$ cat src/rtl/rs_multi_cdb_if.sv
// rs_multi_cdb_if -- bundle of every signal between the reservation station and
// the rest of the core, except clock and reset.
//
// Groups:
//   rdy_in, flush                        global stall / misprediction flush
//   issue_*                              op offered by the issue stage (valid/ready)
//   cdb_valid, cdb_id, cdb_value         CDB_NUM packed result broadcast channels,
//                                        channel c in [c*W +: W]
//   alu_*                                op presented to the ALU (valid/ready)
//   count                                number of occupied entries
//
// Modports:
//   slave  -- the reservation station's view
//   master -- the surrounding core's (or a testbench's) view
interface rs_multi_cdb_if #(
    parameter int RS_SIZE  = 8,
    parameter int ROB_BITS = 4,
    parameter int CDB_NUM  = 2,
    parameter int DATA_W   = 32,
    parameter int OP_W     = 6
);
    localparam int CNT_W = $clog2(RS_SIZE + 1);

    logic                         rdy_in;
    logic                         flush;

    logic                         issue_valid;
    logic                         issue_ready;
    logic [OP_W-1:0]              issue_op;
    logic [ROB_BITS-1:0]          issue_dest;
    logic [DATA_W-1:0]            issue_imm;
    logic [DATA_W-1:0]            issue_vj;
    logic [DATA_W-1:0]            issue_vk;
    logic [ROB_BITS-1:0]          issue_qj;
    logic [ROB_BITS-1:0]          issue_qk;
    logic                         issue_rdj;
    logic                         issue_rdk;

    logic [CDB_NUM-1:0]           cdb_valid;
    logic [CDB_NUM*ROB_BITS-1:0]  cdb_id;
    logic [CDB_NUM*DATA_W-1:0]    cdb_value;

    logic                         alu_valid;
    logic                         alu_ready;
    logic [OP_W-1:0]              alu_op;
    logic [DATA_W-1:0]            alu_vj;
    logic [DATA_W-1:0]            alu_vk;
    logic [DATA_W-1:0]            alu_imm;
    logic [ROB_BITS-1:0]          alu_dest;

    logic [CNT_W-1:0]             count;

    modport slave (
        input  rdy_in, flush,
        input  issue_valid, issue_op, issue_dest, issue_imm,
        input  issue_vj, issue_vk, issue_qj, issue_qk, issue_rdj, issue_rdk,
        output issue_ready,
        input  cdb_valid, cdb_id, cdb_value,
        output alu_valid, alu_op, alu_vj, alu_vk, alu_imm, alu_dest,
        input  alu_ready,
        output count
    );

    modport master (
        output rdy_in, flush,
        output issue_valid, issue_op, issue_dest, issue_imm,
        output issue_vj, issue_vk, issue_qj, issue_qk, issue_rdj, issue_rdk,
        input  issue_ready,
        output cdb_valid, cdb_id, cdb_value,
        input  alu_valid, alu_op, alu_vj, alu_vk, alu_imm, alu_dest,
        output alu_ready,
        input  count
    );
endinterface

$ cat src/rtl/rs_multi_cdb.sv
// rs_multi_cdb -- reservation station between the issue stage and one ALU.
//
// Holds up to RS_SIZE ops, snoops CDB_NUM result broadcast channels to fill in
// missing operands (including in the cycle an op is issued), and presents the
// oldest fully-ready op to the ALU.
//
// Ports:
//   clk_in  clock
//   rst_in  asynchronous active-high reset, drops every entry
//   bus     rs_multi_cdb_if.slave: stall/flush, issue handshake, CDB channels,
//           ALU handshake and occupancy count
//
// Age tracking: each valid entry carries a rank, 0 = oldest. The valid ranks are
// always exactly 0..count-1, so a new op takes rank count (count-1 if an op
// leaves in the same cycle) and a dispatch closes the gap by decrementing every
// rank above the departing one.
module rs_multi_cdb #(
    parameter int RS_SIZE  = 8,
    parameter int ROB_BITS = 4,
    parameter int CDB_NUM  = 2,
    parameter int DATA_W   = 32,
    parameter int OP_W     = 6
) (
    input  logic           clk_in,
    input  logic           rst_in,
    rs_multi_cdb_if.slave  bus
);
    localparam int CNT_W = $clog2(RS_SIZE + 1);
    localparam int IDX_W = $clog2(RS_SIZE);

    // Entry state
    logic [RS_SIZE-1:0]  valid_reg;
    logic [RS_SIZE-1:0]  rdj_reg;
    logic [RS_SIZE-1:0]  rdk_reg;
    logic [OP_W-1:0]     op_reg   [RS_SIZE];
    logic [ROB_BITS-1:0] dest_reg [RS_SIZE];
    logic [ROB_BITS-1:0] qj_reg   [RS_SIZE];
    logic [ROB_BITS-1:0] qk_reg   [RS_SIZE];
    logic [DATA_W-1:0]   imm_reg  [RS_SIZE];
    logic [DATA_W-1:0]   vj_reg   [RS_SIZE];
    logic [DATA_W-1:0]   vk_reg   [RS_SIZE];
    logic [IDX_W-1:0]    age_reg  [RS_SIZE];
    logic [CNT_W-1:0]    count_reg;

    // {hit, value} from the CDB for each stored operand and for the issuing op
    logic [DATA_W:0]     j_wake [RS_SIZE];
    logic [DATA_W:0]     k_wake [RS_SIZE];
    logic [DATA_W:0]     iss_j_wake;
    logic [DATA_W:0]     iss_k_wake;

    logic [RS_SIZE-1:0]  ready_vec;
    logic                sel_found;
    logic [IDX_W-1:0]    sel_idx;
    logic [IDX_W-1:0]    sel_age;
    logic [IDX_W-1:0]    free_idx;
    logic                do_issue;
    logic                do_disp;
    logic [CNT_W-1:0]    count_next;
    logic [IDX_W-1:0]    age_new;
    logic [DATA_W-1:0]   iss_vj;
    logic [DATA_W-1:0]   iss_vk;
    logic                iss_rdj;
    logic                iss_rdk;

    // Searching from the highest channel down lets the lowest matching
    // channel overwrite any higher one.
    function automatic logic [DATA_W:0] cdb_lookup(
        input logic [ROB_BITS-1:0]         tag,
        input logic [CDB_NUM-1:0]          vld,
        input logic [CDB_NUM*ROB_BITS-1:0] ids,
        input logic [CDB_NUM*DATA_W-1:0]   vals
    );
        logic [DATA_W:0] res;
        res = '0;
        for (int c = CDB_NUM - 1; c >= 0; c--) begin
            if (vld[c] && ids[c*ROB_BITS +: ROB_BITS] == tag) begin
                res = {1'b1, vals[c*DATA_W +: DATA_W]};
            end
        end
        return res;
    endfunction

    for (genvar gi = 0; gi < RS_SIZE; gi++) begin : g_wake
        assign j_wake[gi] = cdb_lookup(qj_reg[gi], bus.cdb_valid, bus.cdb_id, bus.cdb_value);
        assign k_wake[gi] = cdb_lookup(qk_reg[gi], bus.cdb_valid, bus.cdb_id, bus.cdb_value);
    end

    assign iss_j_wake = cdb_lookup(bus.issue_qj, bus.cdb_valid, bus.cdb_id, bus.cdb_value);
    assign iss_k_wake = cdb_lookup(bus.issue_qk, bus.cdb_valid, bus.cdb_id, bus.cdb_value);

    assign iss_rdj = bus.issue_rdj | iss_j_wake[DATA_W];
    assign iss_rdk = bus.issue_rdk | iss_k_wake[DATA_W];
    assign iss_vj  = bus.issue_rdj ? bus.issue_vj : iss_j_wake[DATA_W-1:0];
    assign iss_vk  = bus.issue_rdk ? bus.issue_vk : iss_k_wake[DATA_W-1:0];

    assign ready_vec = valid_reg & rdj_reg & rdk_reg;

    // Oldest ready entry = ready entry with the smallest rank
    always_comb begin
        sel_found = 1'b0;
        sel_idx   = '0;
        sel_age   = '0;
        for (int i = 0; i < RS_SIZE; i++) begin
            if (ready_vec[i] && (!sel_found || age_reg[i] < sel_age)) begin
                sel_found = 1'b1;
                sel_idx   = IDX_W'(i);
                sel_age   = age_reg[i];
            end
        end
    end

    // Lowest-index free entry; only used when issue_ready guarantees one exists
    always_comb begin
        free_idx = '0;
        for (int i = RS_SIZE - 1; i >= 0; i--) begin
            if (!valid_reg[i]) begin
                free_idx = IDX_W'(i);
            end
        end
    end

    assign bus.issue_ready = (count_reg < CNT_W'(RS_SIZE));
    assign bus.count       = count_reg;
    assign bus.alu_valid   = bus.rdy_in & sel_found;

    assign do_issue = bus.rdy_in & bus.issue_valid & bus.issue_ready & ~bus.flush;
    assign do_disp  = bus.alu_valid & bus.alu_ready & ~bus.flush;

    always_comb begin
        count_next = count_reg;
        if (do_issue && !do_disp) begin
            count_next = count_reg + CNT_W'(1);
        end else if (!do_issue && do_disp) begin
            count_next = count_reg - CNT_W'(1);
        end
    end

    assign age_new = do_disp ? IDX_W'(count_reg - CNT_W'(1)) : IDX_W'(count_reg);

    always_comb begin
        bus.alu_op   = '0;
        bus.alu_vj   = '0;
        bus.alu_vk   = '0;
        bus.alu_imm  = '0;
        bus.alu_dest = '0;
        if (bus.alu_valid) begin
            bus.alu_op   = op_reg[sel_idx];
            bus.alu_vj   = vj_reg[sel_idx];
            bus.alu_vk   = vk_reg[sel_idx];
            bus.alu_imm  = imm_reg[sel_idx];
            bus.alu_dest = dest_reg[sel_idx];
        end
    end

    always_ff @(posedge clk_in or posedge rst_in) begin
        if (rst_in) begin
            count_reg <= '0;
            valid_reg <= '0;
            rdj_reg   <= '0;
            rdk_reg   <= '0;
            for (int i = 0; i < RS_SIZE; i++) begin
                op_reg[i]   <= '0;
                dest_reg[i] <= '0;
                qj_reg[i]   <= '0;
                qk_reg[i]   <= '0;
                imm_reg[i]  <= '0;
                vj_reg[i]   <= '0;
                vk_reg[i]   <= '0;
                age_reg[i]  <= '0;
            end
        end else if (bus.rdy_in) begin
            if (bus.flush) begin
                valid_reg <= '0;
                count_reg <= '0;
            end else begin
                for (int i = 0; i < RS_SIZE; i++) begin
                    if (valid_reg[i] && !rdj_reg[i] && j_wake[i][DATA_W]) begin
                        rdj_reg[i] <= 1'b1;
                        vj_reg[i]  <= j_wake[i][DATA_W-1:0];
                    end
                    if (valid_reg[i] && !rdk_reg[i] && k_wake[i][DATA_W]) begin
                        rdk_reg[i] <= 1'b1;
                        vk_reg[i]  <= k_wake[i][DATA_W-1:0];
                    end
                    if (do_disp && valid_reg[i] && age_reg[i] > sel_age) begin
                        age_reg[i] <= age_reg[i] - IDX_W'(1);
                    end
                end
                if (do_disp) begin
                    valid_reg[sel_idx] <= 1'b0;
                end
                // The free entry is never the one being dispatched, so these
                // writes cannot collide with the updates above.
                if (do_issue) begin
                    valid_reg[free_idx] <= 1'b1;
                    op_reg[free_idx]    <= bus.issue_op;
                    dest_reg[free_idx]  <= bus.issue_dest;
                    imm_reg[free_idx]   <= bus.issue_imm;
                    qj_reg[free_idx]    <= bus.issue_qj;
                    qk_reg[free_idx]    <= bus.issue_qk;
                    vj_reg[free_idx]    <= iss_vj;
                    vk_reg[free_idx]    <= iss_vk;
                    rdj_reg[free_idx]   <= iss_rdj;
                    rdk_reg[free_idx]   <= iss_rdk;
                    age_reg[free_idx]   <= age_new;
                end
                count_reg <= count_next;
            end
        end
    end
endmodule

$ cat src/flat_wrapper.sv
// flat-port wrapper written by rule: the top's interface ports become plain ports
module rs_multi_cdb_flat 
#(
    parameter int RS_SIZE  = 8,
    parameter int ROB_BITS = 4,
    parameter int CDB_NUM  = 2,
    parameter int DATA_W   = 32,
    parameter int OP_W     = 6
)
  (clk_in, rst_in, bus_rdy_in, bus_flush, bus_issue_valid, bus_issue_op, bus_issue_dest, bus_issue_imm, bus_issue_vj, bus_issue_vk, bus_issue_qj, bus_issue_qk, bus_issue_rdj, bus_issue_rdk, bus_issue_ready, bus_cdb_valid, bus_cdb_id, bus_cdb_value, bus_alu_valid, bus_alu_op, bus_alu_vj, bus_alu_vk, bus_alu_imm, bus_alu_dest, bus_alu_ready, bus_count);
  rs_multi_cdb_if #(.RS_SIZE(RS_SIZE), .ROB_BITS(ROB_BITS), .CDB_NUM(CDB_NUM), .DATA_W(DATA_W), .OP_W(OP_W)) bus_i ();
  input  logic clk_in;
  input  logic rst_in;
  input wire logic [$bits(bus_i.rdy_in)-1:0] bus_rdy_in;
  input wire logic [$bits(bus_i.flush)-1:0] bus_flush;
  input wire logic [$bits(bus_i.issue_valid)-1:0] bus_issue_valid;
  input wire logic [$bits(bus_i.issue_op)-1:0] bus_issue_op;
  input wire logic [$bits(bus_i.issue_dest)-1:0] bus_issue_dest;
  input wire logic [$bits(bus_i.issue_imm)-1:0] bus_issue_imm;
  input wire logic [$bits(bus_i.issue_vj)-1:0] bus_issue_vj;
  input wire logic [$bits(bus_i.issue_vk)-1:0] bus_issue_vk;
  input wire logic [$bits(bus_i.issue_qj)-1:0] bus_issue_qj;
  input wire logic [$bits(bus_i.issue_qk)-1:0] bus_issue_qk;
  input wire logic [$bits(bus_i.issue_rdj)-1:0] bus_issue_rdj;
  input wire logic [$bits(bus_i.issue_rdk)-1:0] bus_issue_rdk;
  output wire logic [$bits(bus_i.issue_ready)-1:0] bus_issue_ready;
  input wire logic [$bits(bus_i.cdb_valid)-1:0] bus_cdb_valid;
  input wire logic [$bits(bus_i.cdb_id)-1:0] bus_cdb_id;
  input wire logic [$bits(bus_i.cdb_value)-1:0] bus_cdb_value;
  output wire logic [$bits(bus_i.alu_valid)-1:0] bus_alu_valid;
  output wire logic [$bits(bus_i.alu_op)-1:0] bus_alu_op;
  output wire logic [$bits(bus_i.alu_vj)-1:0] bus_alu_vj;
  output wire logic [$bits(bus_i.alu_vk)-1:0] bus_alu_vk;
  output wire logic [$bits(bus_i.alu_imm)-1:0] bus_alu_imm;
  output wire logic [$bits(bus_i.alu_dest)-1:0] bus_alu_dest;
  input wire logic [$bits(bus_i.alu_ready)-1:0] bus_alu_ready;
  output wire logic [$bits(bus_i.count)-1:0] bus_count;
  assign bus_i.rdy_in = bus_rdy_in;
  assign bus_i.flush = bus_flush;
  assign bus_i.issue_valid = bus_issue_valid;
  assign bus_i.issue_op = bus_issue_op;
  assign bus_i.issue_dest = bus_issue_dest;
  assign bus_i.issue_imm = bus_issue_imm;
  assign bus_i.issue_vj = bus_issue_vj;
  assign bus_i.issue_vk = bus_issue_vk;
  assign bus_i.issue_qj = bus_issue_qj;
  assign bus_i.issue_qk = bus_issue_qk;
  assign bus_i.issue_rdj = bus_issue_rdj;
  assign bus_i.issue_rdk = bus_issue_rdk;
  assign bus_issue_ready = bus_i.issue_ready;
  assign bus_i.cdb_valid = bus_cdb_valid;
  assign bus_i.cdb_id = bus_cdb_id;
  assign bus_i.cdb_value = bus_cdb_value;
  assign bus_alu_valid = bus_i.alu_valid;
  assign bus_alu_op = bus_i.alu_op;
  assign bus_alu_vj = bus_i.alu_vj;
  assign bus_alu_vk = bus_i.alu_vk;
  assign bus_alu_imm = bus_i.alu_imm;
  assign bus_alu_dest = bus_i.alu_dest;
  assign bus_i.alu_ready = bus_alu_ready;
  assign bus_count = bus_i.count;
  rs_multi_cdb #(.RS_SIZE(RS_SIZE), .ROB_BITS(ROB_BITS), .CDB_NUM(CDB_NUM), .DATA_W(DATA_W), .OP_W(OP_W)) u_core (.clk_in(clk_in), .rst_in(rst_in), .bus(bus_i));
endmodule
$ cat config.mk
export PLATFORM = sky130hd
export DESIGN_NAME = rs_multi_cdb_flat
export DESIGN_NICKNAME = d
export VERILOG_FILES = /design/src/rtl/rs_multi_cdb_if.sv /design/src/rtl/rs_multi_cdb.sv /design/src/flat_wrapper.sv
export SDC_FILE = /design/constraint.sdc
export NUM_CORES = 2
export LEC_CHECK = 0
export ABC_AREA = 0
export CORE_ASPECT_RATIO = 1.4
export CORE_UTILIZATION = 35
export DETAILED_ROUTE_END_ITERATION = 8
export HOLD_SLACK_MARGIN = 0.06
export PLACE_DENSITY_LB_ADDON = 0.2
export SYNTH_ARGS = -nofsm -noshare
export SYNTH_HDL_FRONTEND = slang
export SYNTH_SLANG_ARGS = --single-unit
$ cat constraint.sdc
create_clock -name clk_in -period 96.3 [get_ports clk_in]
set_clock_uncertainty 0.05 [all_clocks]
set_input_delay 9.63 -clock clk_in [delete_from_list [all_inputs] [get_ports clk_in]]
set_output_delay 9.63 -clock clk_in [all_outputs]
set_load 0.05 [all_outputs]
After elaboration in Yosys (flattened, before gate mapping)

Cells that the tools add are included.

Flip-flop bits (word level): 964
Input bits: 196
Logic and storage cells: 530

$add $sub $neg: 10
$lt $le $gt $ge: 23
Equality and inequality tests: 36
Mux-type cells: 245
Bitwise operators: 16
Reductions and logical operators: 132

Operators with widths:

| operator              | number |
|---|---|
| $mux W32              | 60 |
| $mux W33              | 36 |
| $bwmux W256           | 3 |
| $mux W256             | 2 |
| $bmux W32 S3          | 3 |
| $eq A4 B4 Y1          | 36 |
| $mux W3               | 46 |
| $bwmux W32            | 3 |
| $demux W32 S3         | 1 |
| $logic_and A1 B1 Y1   | 96 |
| $mux W1               | 59 |
| $mux W8               | 7 |
| $bwmux W48            | 1 |
| $mux W4               | 7 |
| $logic_not A1 Y1      | 25 |
| $and A8 B8 Y8         | 3 |
| $bwmux W24            | 1 |
| $gt A3 B3 Y1          | 8 |
| $mux W24              | 1 |
| $mux W6               | 4 |
| $sub A3 B1 Y3 const B | 8 |
| $lt A3 B3 Y1          | 7 |
| $bmux W6 S3           | 1 |
| $demux W6 S3          | 1 |
| 23 further kinds      | 43 |

Depth between registers and ports, before layout

Depth after elaboration: 43
Mapped depth: 65

Least setup slack after synthesis

No wires, ideal clock.

Kind: input to output
Start: input port bus_rdy_in
End: output port bus_alu_imm[30]
Arrival time: 13.035 ns
Required time: 86.620 ns
Setup slack: 73.585 ns
Stages on the path: 5
Path through: clkbuf_1 > nand2_1 > clkbuf_1 > clkbuf_1 > a2111oi_0

Longest elaborated chain between the ends: 2

Ends and longest elaborated chain:

| element            | line                | RTL |
|---|---|---|
| start: declaration | flat_wrapper.sv:14  | `input wire logic [$bits(bus_i.rdy_in)-1:0] bus_rdy_in;` |
| $and A1 B1 Y1      | rs_multi_cdb.sv:124 | `assign bus.alu_valid = bus.rdy_in & sel_found;` |
| $mux W32           | rs_multi_cdb.sv:146 | `if (bus.alu_valid) begin` |
| end: declaration   | flat_wrapper.sv:34  | `output wire logic [$bits(bus_i.alu_imm)-1:0] bus_alu_imm;` |

Every way passes these cells.

Final worst setup path

Start: register u_core.valid_reg[0]
End: output port bus_alu_vk[3]

Longest elaborated chain between the ends: 36
Elaborated cells on any way between the ends: 58
Those cells by class: order compare (7); mux (26); bitwise (4); reduce/logical (21)

Ends and longest elaborated chain:

| element                                          | line                | RTL |
|---|---|---|
| start: declaration                               | rs_multi_cdb.sv:32  | `logic [RS_SIZE-1:0] valid_reg;` |
| start signal: assignment                         | rs_multi_cdb.sv:158 | `valid_reg <= '0;` |
| start signal: assignment                         | rs_multi_cdb.sv:173 | `valid_reg <= '0;` |
| start signal: indexed assignment                 | rs_multi_cdb.sv:190 | `valid_reg[sel_idx] <= 1'b0;` |
| $and A8 B8 Y8 * (2 in a row)                     | rs_multi_cdb.sv:96  | `assign ready_vec = valid_reg & rdj_reg & rdk_reg;` |
| $mux W3 or $mux W1 (tied branches)               | rs_multi_cdb.sv:104 | `if (ready_vec[i] && (!sel_found \|\| age_reg[i] < sel_age)) begin` |
| $lt A3 B3 Y1 or $logic_not A1 Y1 (tied branches) | rs_multi_cdb.sv:104 |  |
| $logic_or A1 B1 Y1                               | rs_multi_cdb.sv:104 |  |
| $logic_and A1 B1 Y1                              | rs_multi_cdb.sv:104 |  |
| $mux W3 or $mux W1 (tied branches)               | rs_multi_cdb.sv:104 |  |
| $lt A3 B3 Y1 or $logic_not A1 Y1 (tied branches) | rs_multi_cdb.sv:104 |  |
| $logic_or A1 B1 Y1                               | rs_multi_cdb.sv:104 |  |
| [... 18 more ...]                                | -                   |  |
| $lt A3 B3 Y1 or $logic_not A1 Y1 (tied branches) | rs_multi_cdb.sv:104 |  |
| $logic_or A1 B1 Y1                               | rs_multi_cdb.sv:104 |  |
| $logic_and A1 B1 Y1                              | rs_multi_cdb.sv:104 |  |
| $mux W3                                          | rs_multi_cdb.sv:104 |  |
| $not A3 Y4 (implied by the code)                 | rs_multi_cdb.sv:149 | `bus.alu_vk = vk_reg[sel_idx];` |
| $bmux W32 S3                                     | rs_multi_cdb.sv:149 |  |
| $mux W32 (implied by the code) (2 in a row)      | rs_multi_cdb.sv:149 |  |
| $mux W32 *                                       | rs_multi_cdb.sv:146 |  |
| end: declaration                                 | flat_wrapper.sv:33  | `output wire logic [$bits(bus_i.alu_vk)-1:0] bus_alu_vk;` |

Mark *: on every way between the ends. The rest lies on a longest branch, timed or not. The select of a mux whose other input is x is not followed.

==> flow_metrics.py <==
metrics = {
    "clock_network": {
        "cts_buffers": 111,
        "clkTransAtPathRegs_ns": 0.06,
        "cts_tree": "yes",
        "cts_resized": 0,
        "root_buffer": "clkbuf_16",
        "cts_max_path_buffers": 3,
        "cts_num_sinks": 964,
        "clock_latency_ns": 0.79,
        "cts_max_level": 3,
        "postCtsHoldBufs": 0,
        "post_cts_buffers": 0,
    },
    "yosys": {
        "ys_ff_latch": 964,
        "ys_warn_count": 0,
        "yosysSeqAreaShare_pct": 40.6,
        "yosysTopAreaCellShare_pct": 40.6,
        "ys_async_sr_fraction_pct": 100,
        "yosys-top-cells-area": "dfrtp_1, nand2_1, o22a_1, a32oi_1, clkbuf_1",
        "syn_nets": 7546,
        "synth_commonest_cells": "nand2_1, dfrtp_1, clkbuf_1",
        "syn_inst": 7312,
        "synth_top_cell_by_area": "dfrtp_1",
        "synth-main-ff-cell": "dfrtp_1",
        "synthDistinctLibCells": 80,
        "postSynthAreaPerCell_um2": 8.12,
        "synth_edf_count": 0,
        "syn_area_mm2": 0.0594,
        "synth_most_common_cell": "nand2_1",
    },
    "drt": {
        "avgViaCountPerCell": 6.68,
        "ant_nets": 0,
        "dr.pass1.iters": 9,
        "drt-initial-drc-count": 9182,
        "vias": 63133,
        "wl_um": 308000,
        "wl_per_cell_um": 32.6,
        "drc": 0,
    },
    "power_and_ir_drop": {
        "p_leak_nw": 29.3,
        "ir_drop_mv": 0.0157,
        "power_mw": 1.33,
        "power.density_mw_per_mm2": 19.7,
    },
    "sta": {
        "hold_viol": 0,
        "hold_slack_ns": 0.424,
        "slew_violations": 0,
        "setup_violations": 0,
        "worst_pin_slew_ns": 1.49,
        "rsz0062_at_grt": "false",
        "slew_headroom_pct": 0.00991,
        "period_needed_ns": 26.34,
        "fin_setup_tns_ns": 0,
        "clock.fmax_ghz": 0.0380,
        "fin_crit_sh_pct": 27.4,
    },
    "worst_setup_path": {
        "worst_setup_path_start_kind": "flip-flop",
        "required_ns": 86.62,
        "rr_startpoint": "u_core.valid_reg[0]",
        "critPathKind": "flip-flop to primary output",
        "cp-startpoint": "u_core.valid_reg[0]",
        "critPathCaptureType": "primary output",
        "crit_slowest_cell": "nand4_1",
        "path_common_cell": "ha_1",
        "max_stage_delay_ns": 0.89,
        "critPathArrivalTime_ns": 16.66,
        "critPathMaxFanout": 29,
    },
    "placed_design": {
        "port_buffers": 307,
        "dp_hpwl_um": 168000,
        "placed_area_mm2": 0.0641,
        "finalWeightedCongestion": 0.910,
    },
    "floorplanning": {
        "rows": 178,
        "core_mm2": 0.168,
        "initial_utilization_pct": 35.3,
        "die_area_mm2": 0.171,
        "ios": 308,
        "dieHeight_um": 489,
        "die_width_um": 350,
    },
    "grt": {
        "grt_max_degree": 171,
        "grt_pass1_wl_um": 441000,
        "grt_pass1_vias": 61846,
        "antenna_found_initial": 34,
        "grt_overflow": 0,
        "grt_use_total_pct": 35.0,
    },
    "outcome": {
        "status": "complete, but fails checks",
        "violations": "max-capacitance violations",
    },
    "final_layout": {
        "post-route-util_pct": 40.3,
        "fill_cells": 16894,
        "nets": 7326,
        "drive_above_1_share_pct": 7.85,
        "fin_area_mm2": 0.0678,
        "area_growth_pct": 14.1,
    },
    "hold_path": {
        "min_from": "u_core.imm_reg[222]",
        "hp-class": "flip-flop to flip-flop",
    },
    "job": {
        "max_cap_violations": 1,
    },
}
[critical path, delay by kind of cell, from the launching register on]
family / cells / cell delay, ns
fa+ha+maj: 7 / 2.03
compound gates: 23 / 5.37
buf+inv: 6 / 2.43
mux: 4 / 1.14
flops: 1 / 0.56
simple gates: 13 / 4.21
[report_power, final]
part	total (mW)	internal (mW)	switching, mW
clock network	0.444	0.250	0.194
registers	0.540	0.483	0.0566
logic	0.350	0.134	0.215
[cell type report]
type	count	area, um^2	area share, %
diodes	18	45.0	0.0665
clock buffers	164	3230	4.76
clock inverters	39	440	0.650
inverters	82	315	0.465
multi-input cells	5412	32000	47.3
flip-flops and latches	964	24100	35.6
well taps	2250	2820	4.15
repair buffers	521	4770	7.04
[per-layer routing]
layer | track usage, % | vias up | part of all wire [%] | wire length, um
met1 | 43.1 | 31292 | 37 | 115000
li1 | - | 25819 | - | -
met2 | 53.3 | 4701 | 43 | 133000
met5 | 0 | - | 0.093 | 287
met4 | 20.0 | 42 | 6.4 | 19700
met3 | 11.9 | 1279 | 13 | 39900
[cell families after synthesis]
group	count (synthesis)	synth area share [%]
AND/OR/NAND/NOR	3109	21.6
AO/OA/AOI/OAI	1998	26.3
flip-flops	964	40.6
buffers and inverters	936	6.39
multiplexers	144	2.48
XOR/XNOR	123	1.81
adder cells (fa/ha/maj)	38	0.801
[per-stage QoR]
| stage | cells | setup slack, ns |
|---|---|---|
| after floorplan | 7312 | 59.50 |
| after global placement | 9229 | 71.36 |
| after detailed placement | 9229 | 71.28 |
| after CTS | 9432 | 70.36 |
| after global routing | 9437 | 69.31 |
| final | 9450 | 69.96 |
[layout by cell type (no fill, tap or decap), drive strengths merged, types with 119 or more instances in the layout]
| cell | count |
|---|---|
| nor2 | 421 |
| a32oi | 454 |
| a21oi | 332 |
| dfrtp | 964 |
| o22a | 512 |
| buf | 216 |
| clkbuf | 164 |
| a2111oi | 138 |
| nand2 | 2134 |
| mux2i | 119 |
| nor3 | 204 |
| clkdlybuf4s50 | 305 |
| o21ai | 156 |
| nor4 | 165 |
[final timing paths]
path / end / slack [ns] / depth (start not counted)
max in group asynchronous: u_core.imm_reg[86] / 83.61 / 5
hold / removal: u_core.imm_reg[222] / 0.42 / 2
hold reg to reg: u_core.imm_reg[222] / 0.42 / 2
setup reg to reg: u_core.age_reg[8] / 81.23 / 57
setup / recovery: bus_alu_vk[3] / 69.96 / 53
min in group asynchronous: u_core.vj_reg[136] / 9.37 / 2
Power figures use the tool's default switching activity.
